===== src/rtl/mem_port_arbiter.sv =====
// rtl/mem_port_arbiter.sv - two-port (fetch/data) arbiter onto a single-outstanding memory controller
`ifndef DATA_WIDTH
`define DATA_WIDTH 32
`endif

module mem_port_arbiter #(
    parameter int TIMEOUT_CYCLES = 255
) (
    input  logic                     clk,
    input  logic                     reset_n,
    input  logic                     fetchReq,
    input  logic [31:0]              fetchAddr,
    output logic                     fetchGnt,
    output logic                     fetchValid,
    output logic                     fetchErr,
    output logic [`DATA_WIDTH-1:0]   fetchData,
    input  logic                     dataReq,
    input  logic                     dataStore,
    input  logic                     dataUnsigned,
    input  logic [31:0]              dataAddr,
    input  logic [`DATA_WIDTH-1:0]   dataWrite,
    input  logic [1:0]               dataLength,
    output logic                     dataGnt,
    output logic                     dataValid,
    output logic                     dataErr,
    output logic [`DATA_WIDTH-1:0]   dataReadOut,
    output logic [31:0]              memAddr,
    output logic [`DATA_WIDTH-1:0]   memWriteData,
    output logic [1:0]               memLength,
    output logic                     memStore,
    output logic                     memLoad,
    output logic                     memUnsigned,
    input  logic [`DATA_WIDTH-1:0]   memReadData,
    input  logic                     memDone
);

    typedef enum logic [1:0] {IDLE, ACTIVE, RESP} state_t;

    localparam logic [7:0] TMO_LAST = 8'(TIMEOUT_CYCLES - 1);

    state_t                   state;
    logic                     last_gnt_data;
    logic                     resp_data_port;
    logic                     resp_err;
    logic [7:0]               tmo_cnt;
    logic [31:0]              cap_addr;
    logic [`DATA_WIDTH-1:0]   cap_wdata;
    logic [1:0]               cap_len;
    logic                     cap_store;
    logic                     cap_unsigned;

    logic fetch_win;
    logic data_win;
    logic illegal;
    logic grant_ok;

    // On contention the port that lost last time wins; reset value favours data.
    assign fetch_win = fetchReq & (~dataReq | last_gnt_data);
    assign data_win  = dataReq & ~fetch_win;
    assign grant_ok  = (state == IDLE) & reset_n;
    assign fetchGnt  = grant_ok & fetch_win;
    assign dataGnt   = grant_ok & data_win;

    always_comb begin
        illegal = 1'b0;
        if (fetch_win) begin
            illegal = (fetchAddr[1:0] != 2'b00);
        end else begin
            case (dataLength)
                2'd1:    illegal = dataAddr[0];
                2'd2:    illegal = 1'b1;
                2'd3:    illegal = (dataAddr[1:0] != 2'b00);
                default: illegal = 1'b0;
            endcase
        end
    end

    assign memAddr      = cap_addr;
    assign memWriteData = cap_wdata;
    assign memLength    = cap_len;
    assign memUnsigned  = cap_unsigned;
    assign memLoad      = (state == ACTIVE) & ~cap_store;
    assign memStore     = (state == ACTIVE) & cap_store;

    assign fetchValid = (state == RESP) & ~resp_data_port;
    assign fetchErr   = fetchValid & resp_err;
    assign dataValid  = (state == RESP) & resp_data_port;
    assign dataErr    = dataValid & resp_err;

    always_ff @(posedge clk or negedge reset_n) begin
        if (!reset_n) begin
            state          <= IDLE;
            last_gnt_data  <= 1'b0;
            resp_data_port <= 1'b0;
            resp_err       <= 1'b0;
            tmo_cnt        <= 8'd0;
            cap_addr       <= 32'd0;
            cap_wdata      <= '0;
            cap_len        <= 2'd0;
            cap_store      <= 1'b0;
            cap_unsigned   <= 1'b0;
            fetchData      <= '0;
            dataReadOut    <= '0;
        end else begin
            case (state)
                IDLE: begin
                    if (fetch_win || data_win) begin
                        cap_addr       <= data_win ? dataAddr : fetchAddr;
                        cap_wdata      <= data_win ? dataWrite : '0;
                        cap_len        <= data_win ? dataLength : 2'd3;
                        cap_store      <= data_win & dataStore;
                        cap_unsigned   <= data_win & dataUnsigned;
                        last_gnt_data  <= data_win;
                        resp_data_port <= data_win;
                        tmo_cnt        <= 8'd0;
                        if (illegal) begin
                            // Rejected without touching memory; respond next cycle.
                            state    <= RESP;
                            resp_err <= 1'b1;
                            if (data_win) dataReadOut <= '0;
                            else          fetchData   <= '0;
                        end else begin
                            state    <= ACTIVE;
                            resp_err <= 1'b0;
                        end
                    end
                end
                ACTIVE: begin
                    if (memDone) begin
                        state    <= RESP;
                        resp_err <= 1'b0;
                        if (resp_data_port) dataReadOut <= memReadData;
                        else                fetchData   <= memReadData;
                    end else if (tmo_cnt == TMO_LAST) begin
                        state    <= RESP;
                        resp_err <= 1'b1;
                        if (resp_data_port) dataReadOut <= '0;
                        else                fetchData   <= '0;
                    end else begin
                        tmo_cnt <= tmo_cnt + 8'd1;
                    end
                end
                RESP: begin
                    state <= IDLE;
                end
                default: begin
                    state <= IDLE;
                end
            endcase
        end
    end

endmodule

===== config.mk =====
export PLATFORM = sky130hd
export DESIGN_NAME = mem_port_arbiter
export DESIGN_NICKNAME = d
export VERILOG_FILES = /design/src/rtl/mem_port_arbiter.sv
export SDC_FILE = /design/constraint.sdc
export NUM_CORES = 1
export LEC_CHECK = 0
export CAP_MARGIN = 10
export CORE_MARGIN = 2
export CORE_UTILIZATION = 45
export DETAILED_ROUTE_END_ITERATION = 7
export GPL_TIMING_DRIVEN = 0
export PLACE_DENSITY = 0.91
export SETUP_SLACK_MARGIN = 0.02
export SYNTH_ARGS = -nofsm -noshare
export SYNTH_HDL_FRONTEND = slang
export SYNTH_SLANG_ARGS = --single-unit

===== constraint.sdc =====
create_clock -name clk -period 5.3 [get_ports clk]
set_clock_uncertainty 0.2 [all_clocks]
set_input_delay 0.53 -clock clk [delete_from_list [all_inputs] [get_ports clk]]
set_output_delay 0.53 -clock clk [all_outputs]
set_load 0.01 [all_outputs]

======== Yosys cells after proc, flatten, opt, wreduce, memory -nomap -nowiden ========
Cells that the tools add are included.
word-level totals
  bits in registers ....................... 144
operators by class
  add/sub/neg operators ................... 1
  reduce and logical (&&, ||, !) cells .... 11
  bitwise gates (word level) .............. 18
  mux-type cells .......................... 35
  eq/ne operators ......................... 15
operators with widths
  operator               count
  $mux W32               16
  $pmux W32 S2           2
  $mux W8                3
  $pmux W8 S2            1
  $ne A2 B2 Y1 const B   7
  $and A1 B1 Y1          13
  $reduce_and A6 Y1      2
  $mux W2                5
  $add A8 B1 Y8 const B  1
  $eq A8 B8 Y1 const B   1
  $eq A2 B2 Y1 const B   3
  $reduce_bool A2 Y1     3
  $mux W1                5
  $eq A2 B1 Y1 const B   2
  $not A1 Y1             4
  $pmux W2 S2            1
  $reduce_and A2 Y1      2
  $reduce_and A4 Y1      1
  $ne A3 B2 Y1 const B   1
  $pmux W1 S3            1
  $reduce_and A3 Y1      1
  $logic_not A2 Y1       1
  $ne A2 B1 Y1 const B   1
  $pmux W1 S2            1
  other kinds (2)        2

======== Depth between registers and ports, before layout ========
  word-level depth ........................ 9
  gate-level depth with buffers ........... 9
  depth with buffers taken out ............ 7

======== Worst setup path before layout ========
No wires, ideal clock.
  path kind ............................... flip-flop to flip-flop
  from .................................... register tmo_cnt[0]
  to ...................................... register fetchData[3]
  arrival ................................. 1.877 ns
  data required time ...................... 4.972 ns
  path slack .............................. 3.096 ns
  cell stages (with the launch flop) ...... 9
  setup time .............................. 0.128 ns
  period minus slack after synthesis ...... 2.204 ns
  path through ............................ dfrtp_1 inv_1 ha_1 and3_1 a211oi_4 a21oi_2 nand4_2 buf_6 mux2_1
on the way
  longest elaborated chain between the ends .. 3
ends and longest elaborated chain
  what                         line  source
  start, declared              45    logic [7:0] tmo_cnt;
  start signal, assigned       140   tmo_cnt <= tmo_cnt + 8'd1;
  $eq A8 B8 Y1                 134   end else if (tmo_cnt == TMO_LAST) begin
  $ne A3 B2 Y1 (no line)       -
  $reduce_and A6 Y1 (no line)  -
  end signal, assigned         133   else fetchData <= memReadData;
  end, declared                16    output logic [`DATA_WIDTH-1:0] fetchData,
No other way between the ends.
A chain may end at the register's enable or synchronous reset.

======== Final worst setup path ========
  from .................................... input port reset_n
  to ...................................... output port fetchGnt
on the way
  longest elaborated chain between the ends .. 2
ends and longest elaborated chain
  what             line  source
  start, declared  10    input logic reset_n,
  $and A1 B1 Y1    60    assign grant_ok = (state == IDLE) & reset_n;
  $and A1 B1 Y1    61    assign fetchGnt = grant_ok & fetch_win;
  end, declared    13    output logic fetchGnt,
No other way between the ends.

==> qor.csv <==
metric,value,unit
TritonCTS clock tree,yes,
largest net degree at the start of global routing,98,
Clock Latency Late Sink,410,ps
fmax,0.2829,GHz
Remaining DRCs,0,
layout cells sized above 1,9.448,%
Clock Sinks,144,
Worst Setup End Kind,primary output,
Ys Warns,0,
Ports,276,
critical path type,input port to primary output,
type of the worst min-delay path,flop to flop,
total grt overflow,0,
initial antenna violation count,0,
Final setup viols,0,
"Cell Area, Placed",9035,um2
synthesized instance count,507,
Placed Instances,958,
port buffer count,274,
register area share after synthesis,59.63,%
ANT nets after route,0,
final core occ,73.72,%
DP HPWL,13600,um
Synth Cell Area,6043,um2
DR vias,5117,
GRT Util Overall,25.84,%
Final WS setup,1765,ps
period utilization,66.70,%
max-slew violation count,0,
Final Instance Area,9724,um2
RSZ-0062 raised after global routing,no,
Pwr Total,5.180,mW
Place WS,1830,ps
worst rel slew slack,51.66,%
Die ar.,14370,um2
non-filler cells in the finished layout,991,
"Reg clk slew, reported paths",60,ps
vias in the first global route,5512,
diode count,0,
"Max FO, Critical Path",97,
VDD IR max,290.6,uV
iteration-0 DRC count of the detailed router,226,
CP Data Required Time,4570,ps
Setup crit start kind,input port,
"Avg Cell Area, Syn",11.92,um2
CTS H-tree depth,4,
core area,13190,um2
P per Cell Area,532.7,nW/um2
# Post-CTS Setup Buffers,0,
"commonest non-fill, non-tap cell in the layout",clkdlybuf4s50_1,
Initial Util,45.82,%
Tightest Pin Transition,725.0,ps
most frequent cells in the layout,"clkdlybuf4s50_1, dfrtp_1, nand2_1",
distinct cell type count after synthesis,40,
Die Wd,119.9,um
Post-Route WL,17850,um
#FFs+latches synth,144,
maxcap violations,0,
Layout area overhead,60.91,%
Critical Path AT,2810,ps
fin nets,941,
Die H,119.9,um
Lkg Pwr,4.421,nW
wire length per cell,18.01,um
Inserted Clock Buffers,17,
final period demand of the worst path,3535,ps
first-pass GRT wire length,28600,um
CTS max path bufs,2,
status,"complete, no violations",
Vias/cell,5.163,
syn nets,646,
number of detailed-route iterations in the first pass,5,
Placer Congestion,0.8422,
"Hold Vio Cnt, Final",0,
num rows,42,
root buffer cell,clkbuf_16,
==> cells by family after synthesis <==
logic type	Yosys count	synth area share (%)
flops	144	59.63
simple gates	126	9.793
compound gates	98	11.01
mux	80	14.51
buf+inv	51	3.768
xor+xnor	6	0.8696
fa+ha+maj	2	0.4140
==> final timing paths <==
check | from | slack [ps] | end | cells after the start
setup / recovery | reset_n | 1760 | fetchGnt | 5
hold / removal | memAddr[20] | 280 | memAddr[20] | 2
setup reg to reg | resp_data_port | 2720 | dataReadOut[11] | 5
hold reg to reg | memAddr[20] | 280 | memAddr[20] | 2
max in group asynchronous | reset_n | 3640 | memWriteData[10] | 3
min in group asynchronous | reset_n | 430 | fetchData[20] | 2
==> flip-flops by register name, summed over array words and instances (netlist names) <==
register and flops:
memLength 2, tmo_cnt 8, fetchData 32, resp_data_port 1, resp_err 1, state 2
memAddr 32, dataReadOut 32, cap_store 1, memWriteData 32, memUnsigned 1
==> stage by stage <==
step           hold slack [ps]  setup TNS, ps
2_1_floorplan            34.41              0
3_3_place_gp             262.1        -271170
3_5_place_dp             270.1              0
4_1_cts                  283.0              0
5_1_grt                  302.8              0
6_report                 284.4              0
==> timing repair <==
item	CTS	global route
endpoints found under the hold margin	49	0
gates resized for setup	0	0
hold buffers	1	0
==> where the power goes <==
group          switching [mW]  internal [mW]  total, mW
sequential              0.241           1.48       1.72
combinational           0.971           1.13       2.10
clock                   0.445          0.919       1.36
total                    1.66           3.52       5.18
==> worst max-delay path: stages <==
cell	delay (ps)
dlygate4sd3_1	550
buf_6	390
buf_16	430
and4_1	270
clkdlybuf4s50_1	560
==> synth_stat cells, drive strengths merged <==
| cell | n | area share (%) |
|---|---|---|
| nor3b | 1 | 0.12 |
| nand2 | 73 | 4.5 |
| a21boi | 1 | 0.12 |
| xor2 | 5 | 0.72 |
| o21bai | 1 | 0.12 |
| mux2i | 49 | 8.1 |
| dfrtp | 144 | 60 |
| and3b | 1 | 0.14 |
| and3 | 22 | 2.3 |
| a211oi | 1 | 0.33 |
| o21ai | 51 | 4.2 |
| nor2b | 1 | 0.10 |
| nand4 | 4 | 0.52 |
| clkbuf | 22 | 1.4 |
| o21a | 1 | 0.12 |
| o32a | 1 | 0.19 |
| xnor2 | 1 | 0.14 |
| nor2 | 13 | 0.85 |
| and4 | 2 | 0.33 |
| nand3 | 1 | 0.083 |
| a21oi | 4 | 0.39 |
| o22a | 2 | 0.29 |
| mux2 | 31 | 6.4 |
| ha | 2 | 0.41 |
| a22o | 34 | 4.9 |
| a222oi | 1 | 0.17 |
| and2 | 5 | 0.52 |
| inv | 18 | 1.1 |
| buf | 11 | 1.3 |
| nand2b | 3 | 0.31 |
| o31ai | 1 | 0.12 |
==> final cells by class <==
type	count	area, um2
tap	176	220.2
sequential	144	3603
fill	865	3466
clock inverter	10	205.2
inverter	18	67.56
buffer	33	160.2
multi-input combinational	312	2212
timing repair buffer	276	2781
clock buffer	22	474.2
==> layer usage <==
layer / track usage [%] / vias up / wire length (um)
met2: 44.57 / 251 / 9026
li1: - / 2351 / -
met1: 30.26 / 2475 / 6906
met3: 7.082 / 40 / 1407
met5: 0 / - / 0
met4: 11.18 / 0 / 505
(Power assumes the default switching activity.)
